**config.mk**
```make
export PLATFORM = sky130hd
export DESIGN_NAME = clock_select_ctrl
export DESIGN_NICKNAME = d
export VERILOG_FILES = /design/src/rtl/clock_select_pkg.sv /design/src/rtl/clksel_alive_sync.sv /design/src/rtl/clock_select_ctrl.sv
export SDC_FILE = /design/constraint.sdc
export NUM_CORES = 1
export LEC_CHECK = 0
export CELL_PAD_IN_SITES_DETAIL_PLACEMENT = 1
export CELL_PAD_IN_SITES_GLOBAL_PLACEMENT = 1
export CORE_ASPECT_RATIO = 0.7
export CORE_MARGIN = 3
export CORE_UTILIZATION = 41
export CTS_CLUSTER_DIAMETER = 40
export DETAILED_ROUTE_END_ITERATION = 8
export PLACE_DENSITY_LB_ADDON = 0.1
export REMOVE_ABC_BUFFERS = 1
export SETUP_SLACK_MARGIN = 0.05
export SLEW_MARGIN = 5
export SYNTH_ARGS = -nofsm -noshare
export SYNTH_HDL_FRONTEND = slang
export SYNTH_HIERARCHICAL = 1
export SYNTH_SLANG_ARGS = --single-unit
```
**constraint.sdc**
```tcl
create_clock -name usb_clk -period 2.2 [get_ports usb_clk]
set_clock_uncertainty 0.15 [all_clocks]
set_input_delay 0.22 -clock usb_clk [delete_from_list [all_inputs] [get_ports usb_clk]]
set_output_delay 0.22 -clock usb_clk [all_outputs]
set_load 0.02 [all_outputs]
```
**src/rtl/clock_select_pkg.sv**
```systemverilog
// ============================================================================
// Module      : clock_select_pkg
// Description : Shared types and constants for the clock-select sequencer.
// Revision    : 1.0 - initial release
// ============================================================================
`default_nettype none

package clock_select_pkg;

    localparam int SETTINGS_W    = 3;

    // Bit positions inside the select word driven to the clock mux stage
    localparam int SEL_HS2       = 0;
    localparam int SEL_PLL2      = 1;
    localparam int SEL_PLL2_ORIG = 2;

    typedef enum logic [1:0] {
        ST_IDLE   = 2'd0,
        ST_PRE    = 2'd1,
        ST_SETTLE = 2'd2
    } clksel_state_e;

endpackage

`default_nettype wire

```
**src/rtl/clksel_alive_sync.sv**
```systemverilog
// ============================================================================
// Module      : clksel_alive_sync
// Description : 2-FF synchronizer, edge detect and saturating edge counter
//               for the divided-down ext-clock toggle.
// Revision    : 1.0 - initial release
// ============================================================================
`default_nettype none

module clksel_alive_sync #(
    parameter int unsigned ALIVE_EDGES = 4
) (
    input  logic clk,
    input  logic rst,
    input  logic toggle_i,
    input  logic count_en_i,
    output logic edges_met_o
);

    localparam int unsigned       c_EW    = $clog2(ALIVE_EDGES + 1);
    localparam logic [c_EW-1:0]   c_EDGES = c_EW'(ALIVE_EDGES);

    logic [2:0]      sync_q;
    logic [c_EW-1:0] edge_cnt_q;
    logic [c_EW-1:0] edge_cnt_d;
    logic            edge_seen;

    // sync_q[1:0] is the synchronizer pair, sync_q[2] the edge-detect history
    assign edge_seen   = sync_q[1] ^ sync_q[2];
    assign edges_met_o = (edge_cnt_q == c_EDGES);

    always_comb begin
        edge_cnt_d = '0;
        if (count_en_i) begin
            edge_cnt_d = edge_cnt_q;
            if (edge_seen && !edges_met_o) begin
                edge_cnt_d = edge_cnt_q + 1'b1;
            end
        end
    end

    always_ff @(posedge clk) begin
        if (rst) begin
            sync_q     <= '0;
            edge_cnt_q <= '0;
        end else begin
            sync_q     <= {sync_q[1:0], toggle_i};
            edge_cnt_q <= edge_cnt_d;
        end
    end

endmodule

`default_nettype wire

```
**src/rtl/clock_select_ctrl.sv**
```systemverilog
// ============================================================================
// Module      : clock_select_ctrl
// Description : Glitch-safe clock-select sequencer: holds target reset around
//               every select change, buffers one pending request.
//               Optional ext-clock alive check: define CLKSEL_ALIVE_CHECK_EN.
// Revision    : 1.0 - initial release
// ============================================================================
`default_nettype none

module clock_select_ctrl
    import clock_select_pkg::*;
#(
    parameter int unsigned           PRE_CYCLES     = 16,
    parameter int unsigned           SETTLE_CYCLES  = 1024,
    parameter logic [SETTINGS_W-1:0] RESET_SETTINGS = 3'b000,
`ifdef CLKSEL_ALIVE_CHECK_EN
    parameter int unsigned           ALIVE_EDGES    = 4,
    parameter int unsigned           ALIVE_TIMEOUT  = 65535,
`endif
    parameter int unsigned           CNT_WIDTH      = 16
) (
    input  logic                  usb_clk,
    input  logic                  reset,
    input  logic                  I_settings_wr,
    input  logic [SETTINGS_W-1:0] I_settings_data,
    input  logic                  I_clear,
`ifdef CLKSEL_ALIVE_CHECK_EN
    input  logic                  I_ext_clk_toggle,
    output logic                  O_alive_timeout,
`endif
    output logic [SETTINGS_W-1:0] O_clock_settings,
    output logic                  O_target_reset,
    output logic                  O_busy,
    output logic                  O_overrun,
    output logic [CNT_WIDTH-1:0]  O_switch_count
);

    localparam int unsigned     c_MAX_CYC     = (PRE_CYCLES > SETTLE_CYCLES) ? PRE_CYCLES : SETTLE_CYCLES;
    localparam int unsigned     c_CW          = $clog2(c_MAX_CYC + 1);
    localparam logic [c_CW-1:0] c_PRE_LAST    = c_CW'(PRE_CYCLES - 1);
    localparam logic [c_CW-1:0] c_SETTLE_LAST = c_CW'(SETTLE_CYCLES - 1);

    clksel_state_e         state_q, state_d;
    logic [c_CW-1:0]       cnt_q, cnt_d;
    logic [SETTINGS_W-1:0] settings_q, settings_d;
    logic [SETTINGS_W-1:0] target_q, target_d;
    logic                  pend_vld_q, pend_vld_d;
    logic [SETTINGS_W-1:0] pend_data_q, pend_data_d;
    logic                  overrun_q, overrun_d;
    logic [CNT_WIDTH-1:0]  count_q, count_d;
    logic                  boot_q, boot_d;
    logic [SETTINGS_W-1:0] req_data;
    logic                  settle_exit;

    assign req_data = I_settings_wr ? I_settings_data : pend_data_q;

`ifdef CLKSEL_ALIVE_CHECK_EN
    localparam int unsigned     c_TW       = $clog2(ALIVE_TIMEOUT + 1);
    localparam logic [c_TW-1:0] c_TMO_LAST = c_TW'(ALIVE_TIMEOUT - 1);

    logic [c_TW-1:0] tmo_cnt_q, tmo_cnt_d;
    logic            alive_to_q, alive_to_d;
    logic            edges_met;
    logic            tmo_hit;

    clksel_alive_sync #(
        .ALIVE_EDGES (ALIVE_EDGES)
    ) u_alive_sync (
        .clk         (usb_clk),
        .rst         (reset),
        .toggle_i    (I_ext_clk_toggle),
        .count_en_i  (state_q == ST_SETTLE),
        .edges_met_o (edges_met)
    );

    // A dead ext clock must not wedge the sequencer: timeout also releases SETTLE
    assign tmo_hit     = (tmo_cnt_q == c_TMO_LAST);
    assign settle_exit = (cnt_q == c_SETTLE_LAST) && (edges_met || tmo_hit);

    always_comb begin
        tmo_cnt_d  = '0;
        alive_to_d = alive_to_q;
        if (state_q == ST_SETTLE) begin
            tmo_cnt_d = tmo_hit ? tmo_cnt_q : tmo_cnt_q + 1'b1;
        end
        if (I_clear) begin
            alive_to_d = 1'b0;
        end
        if ((state_q == ST_SETTLE) && tmo_hit && !edges_met) begin
            alive_to_d = 1'b1;
        end
    end

    always_ff @(posedge usb_clk) begin
        if (reset) begin
            tmo_cnt_q  <= '0;
            alive_to_q <= 1'b0;
        end else begin
            tmo_cnt_q  <= tmo_cnt_d;
            alive_to_q <= alive_to_d;
        end
    end

    assign O_alive_timeout = alive_to_q;
`else
    assign settle_exit = (cnt_q == c_SETTLE_LAST);
`endif

    always_comb begin
        state_d     = state_q;
        cnt_d       = cnt_q;
        settings_d  = settings_q;
        target_d    = target_q;
        pend_vld_d  = pend_vld_q;
        pend_data_d = pend_data_q;
        overrun_d   = overrun_q;
        count_d     = count_q;
        boot_d      = boot_q;

        if (I_clear) begin
            overrun_d = 1'b0;
        end

        unique case (state_q)
            ST_IDLE: begin
                cnt_d = '0;
                if (I_settings_wr || pend_vld_q) begin
                    pend_vld_d = 1'b0;
                    if (req_data != settings_q) begin
                        target_d = req_data;
                        state_d  = ST_PRE;
                    end
                end
            end
            ST_PRE: begin
                if (cnt_q == c_PRE_LAST) begin
                    cnt_d      = '0;
                    settings_d = target_q;
                    state_d    = ST_SETTLE;
                end else begin
                    cnt_d = cnt_q + 1'b1;
                end
            end
            ST_SETTLE: begin
                if (settle_exit) begin
                    cnt_d   = '0;
                    state_d = ST_IDLE;
                    boot_d  = 1'b0;
                    // The settle that follows reset is not a switch
                    if (!boot_q) begin
                        count_d = count_q + 1'b1;
                    end
                end else if (cnt_q != c_SETTLE_LAST) begin
                    cnt_d = cnt_q + 1'b1;
                end
            end
            default: begin
                state_d = ST_IDLE;
            end
        endcase

        if ((state_q != ST_IDLE) && I_settings_wr) begin
            pend_data_d = I_settings_data;
            pend_vld_d  = 1'b1;
            if (pend_vld_q) begin
                overrun_d = 1'b1;
            end
        end
    end

    always_ff @(posedge usb_clk) begin
        if (reset) begin
            state_q     <= ST_SETTLE;
            cnt_q       <= '0;
            settings_q  <= RESET_SETTINGS;
            target_q    <= RESET_SETTINGS;
            pend_vld_q  <= 1'b0;
            pend_data_q <= '0;
            overrun_q   <= 1'b0;
            count_q     <= '0;
            boot_q      <= 1'b1;
        end else begin
            state_q     <= state_d;
            cnt_q       <= cnt_d;
            settings_q  <= settings_d;
            target_q    <= target_d;
            pend_vld_q  <= pend_vld_d;
            pend_data_q <= pend_data_d;
            overrun_q   <= overrun_d;
            count_q     <= count_d;
            boot_q      <= boot_d;
        end
    end

    assign O_clock_settings = settings_q;
    assign O_target_reset   = (state_q != ST_IDLE);
    assign O_busy           = (state_q != ST_IDLE);
    assign O_overrun        = overrun_q;
    assign O_switch_count   = count_q;

endmodule

`default_nettype wire

```
==> results of run 1 <==
logic make-up after synthesis:
family                     count (synthesis)  synth area share
AOI/OAI and AO/OA                         48            0.1464
and+or+nand+nor                           94            0.2682
buffers and inverters                     18           0.03506
adders and majority gates                  6           0.03690
DFF                                       41            0.4034
muxes                                     11           0.05412
xor gates and xnor gates                  13           0.05597
critical path, stage by stage, from the launching register on:
cell	delay [ns]
dfxtp_1	0.42
nand4_4	0.18
o31a_1	0.38
o211ai_1	0.39
nor3b_1	0.12
a221o_1	0.28
final cells by class:
| cell class | instances | area share |
|---|---|---|
| well taps | 66 | 0.03104 |
| repair buffers | 47 | 0.1595 |
| clock inverters | 1 | 0.001881 |
| multi-input cells | 172 | 0.4450 |
| flip-flops and latches | 41 | 0.3109 |
| clock buffers | 7 | 0.03622 |
| inverters | 11 | 0.01552 |
worst max path at each step:
| stage | startpoint | end | cells past startpoint |
|---|---|---|---|
| after global placement | I_settings_wr | state_q[0] | 6 |
| after detailed placement | I_settings_wr | state_q[0] | 6 |
| after floorplan | O_switch_count[3] | O_switch_count[15] | 5 |
| after global routing | cnt_q[6] | cnt_q[2] | 6 |
| after CTS | state_q[0] | O_busy | 4 |
| final | cnt_q[8] | cnt_q[2] | 5 |
synth_stat cells:
| cell | instances |
|---|---|
| dfxtp_1 | 41 |
| nor2_1 | 19 |
| a21oi_1 | 16 |
| nand2_1 | 14 |
| nand3_1 | 14 |
| o21ai_0 | 13 |
| inv_1 | 11 |
| mux2i_1 | 11 |
| or3_1 | 9 |
| xor2_1 | 8 |
| and3_1 | 7 |
| clkbuf_1 | 6 |
| ha_1 | 6 |
| nand4_1 | 6 |
| nor2b_1 | 6 |
| o31ai_1 | 6 |
| xnor2_1 | 5 |
| a21o_1 | 4 |
| nand4b_1 | 2 |
| nor3_1 | 2 |
| o211a_1 | 2 |
| o211ai_1 | 2 |
| or4_1 | 2 |
| a211o_1 | 1 |
| a221o_1 | 1 |
| a31oi_1 | 1 |
| and2_1 | 1 |
| and4b_1 | 1 |
| buf_4 | 1 |
| nand2b_1 | 1 |
| nand3_2 | 1 |
| nand3b_1 | 1 |
| nand4_2 | 1 |
| nand4_4 | 1 |
| nor3b_1 | 1 |
| nor4_1 | 1 |
| nor4_2 | 1 |
| nor4_4 | 1 |
| o311ai_1 | 1 |
| o31a_1 | 1 |
| or2_0 | 1 |
| or2_2 | 1 |
power by group:
part | internal (mW) | switching (mW)
logic | 0.0414 | 0.0469
registers | 0.752 | 0.00718
clock network | 0.284 | 0.261
total | 1.08 | 0.315
registers in the layout, indices dropped and copies added (netlist names):
signal and cells:
O_clock_settings 3, pend_data_q 3, target_q 3, cnt_q 11, O_overrun 1, O_switch_count 16, boot_q 1, pend_vld_q 1
state_q 2
timing repair:
item | CTS | global route
hold buffers | 0 | 0
gates resized for setup | 2 | 13
pin swaps | 0 | 2
endpoints found under the setup margin | 3 | 16
buffers inserted | 0 | 0
per-layer routing:
layer | vias up | wire [um]
met5 | - | 0
met2 | 20 | 2621
met4 | 0 | 26
met3 | 4 | 168
met1 | 907 | 2703
li1 | 923 | -
per-stage QoR:
step | power, mW | utilization
after floorplan | 0.8132 | -
after global placement | 0.8556 | 0.5511
after detailed placement | 0.8598 | 0.5511
after CTS | 1.402 | 0.5750
after global routing | 1.449 | 0.5841
final | 1.392 | 0.5841
==> results.toml, run 1 <==
[critical_path]
r2r_cells = 5
r2r_end = "cnt_q[2]"
r2r-start = "cnt_q[8]"
reg2reg_slack_ns = 0.16
crit_type = "reg -> reg"
critical_path_arrival_ns = 2.07
cp_max_fo = 7
critPathLaunchType = "register"
end_kind = "register"
required_ns = 2.22

[power]
power_density_nw_per_um2 = 523.3
peakVddDrop_mv = 0.2420
p_leak_nw = 1.034

[global_route]
busiest_layer = "met2"
grt_pass1_wl_mm = 9.177
grt_use_total = 0.1951
grt_overflow = 0
grt_antenna_before_repair = 0
use_met1 = 0.2590
grt_max_degree = 32
first_global_vias = 1865
use_met3 = 0.03828
grt_util_met2 = 0.3358

[min_path]
hold_class = "reg -> reg"
min_from = "target_q[1]"
min_to = "target_q[1]"
holdPathStages = 2

[finish]
diodes = 0
final_cell_mix = "dfxtp_1, clkdlybuf4s50_1, nor2_1, buf_4, a21oi_1"
regArea_sq_um = 827.0
multi_input_area_sq_um = 1184
areaGrowthSynthToFinish_pct = 30.75
design_area_sq_um = 2660
fillerInstances = 553
drive_gt1_frac = 0.1577
finalNetCount = 291
finalNonFillerCells = 345
final_common_cell = "dfxtp_1"

[sta]
hold_slack_ns = 0.3378
fin_crit_sh = 0.9295
finalCriticalPeriod_ns = 2.045
finalSetupTns_ns = 0
rsz0062_at_grt = "yes"
drv_slew = 0
fmax_mhz = 489.0
setup_viol = 0
maxSlewHeadroom = 0.7138
hold_violations = 0
setup_ws_ns = 0.1552
tightest_slew_ns = 0.4284

[clocking]
clock_latency_ns = 0.29
cts-buffers-inserted = 5
cts_num_sinks = 41
clock_path_buffers = 2
cts.htree.levels = 2
clk_pin_slew_ns = 0.08
cts_root_buf = "clkbuf_8"
cts_tree = "yes"

[floorplan]
core-area_sq_um = 4554
dieArea_sq_um = 5857
die_w_um = 90.20
num_io_pins = 29
start_util = 0.4467
num_rows = 20
dieHeight_um = 64.94

[place]
place_area_sq_um = 2510
dp_hpwl_mm = 4.164
dpl.cell_count = 337
io_buffers = 28
place_congestion = 0.7642
place_ws_ns = 0.02466

[detailed_routing]
vias = 1854
route.detailed.drc = 0
ant_nets = 0
drt-total-wl_mm = 5.519
firstDrtPassIters = 4
drt-initial-drc-count = 58
wl_per_cell_um = 16.00
vias_per_cell = 5.374

[logic_synthesis]
postSynthCellCount = 231
synthTopCellsByArea = "dfxtp_1, mux2i_1, a21oi_1"
netlist_area_sq_um = 2034
yosysSeqAreaShare = 0.4034
synth_top_area_share = 0.4034
synth_area_per_cell_sq_um = 8.807
yosys_warnings = 6
yosys.area.top_type = "dfxtp_1"
ys_types = 42
ys_ff_latch = 41

[outcome]
outcome = "finished, final reports clean"

[run]
max_cap_violations = 0
Note: power is estimated with default switching activity, not from simulation.
==> run 2: changes to the inputs <==
--- a/config.mk
+++ b/config.mk
@@ -15,7 +15,6 @@
 export PLACE_DENSITY_LB_ADDON = 0.1
 export REMOVE_ABC_BUFFERS = 1
 export SETUP_SLACK_MARGIN = 0.05
-export SLEW_MARGIN = 5
 export SYNTH_ARGS = -nofsm -noshare
 export SYNTH_HDL_FRONTEND = slang
 export SYNTH_HIERARCHICAL = 1
==> results of run 2 <==
Same layout as run 1: the final DEF is identical, and so are final timing and power.
==> run 3: changes to the inputs <==
--- a/config.mk
+++ b/config.mk
@@ -5,6 +5,7 @@
 export SDC_FILE = /design/constraint.sdc
 export NUM_CORES = 1
 export LEC_CHECK = 0
+export ABC_AREA = 0
 export CELL_PAD_IN_SITES_DETAIL_PLACEMENT = 1
 export CELL_PAD_IN_SITES_GLOBAL_PLACEMENT = 1
 export CORE_ASPECT_RATIO = 0.7
@@ -15,6 +16,7 @@
 export PLACE_DENSITY_LB_ADDON = 0.1
 export REMOVE_ABC_BUFFERS = 1
 export SETUP_SLACK_MARGIN = 0.05
+export SLEW_MARGIN = 20
 export SYNTH_ARGS = -nofsm -noshare
 export SYNTH_HDL_FRONTEND = slang
 export SYNTH_HIERARCHICAL = 1
==> results of run 3 <==
Same layout as run 1: the final DEF is identical, and so are final timing and power.
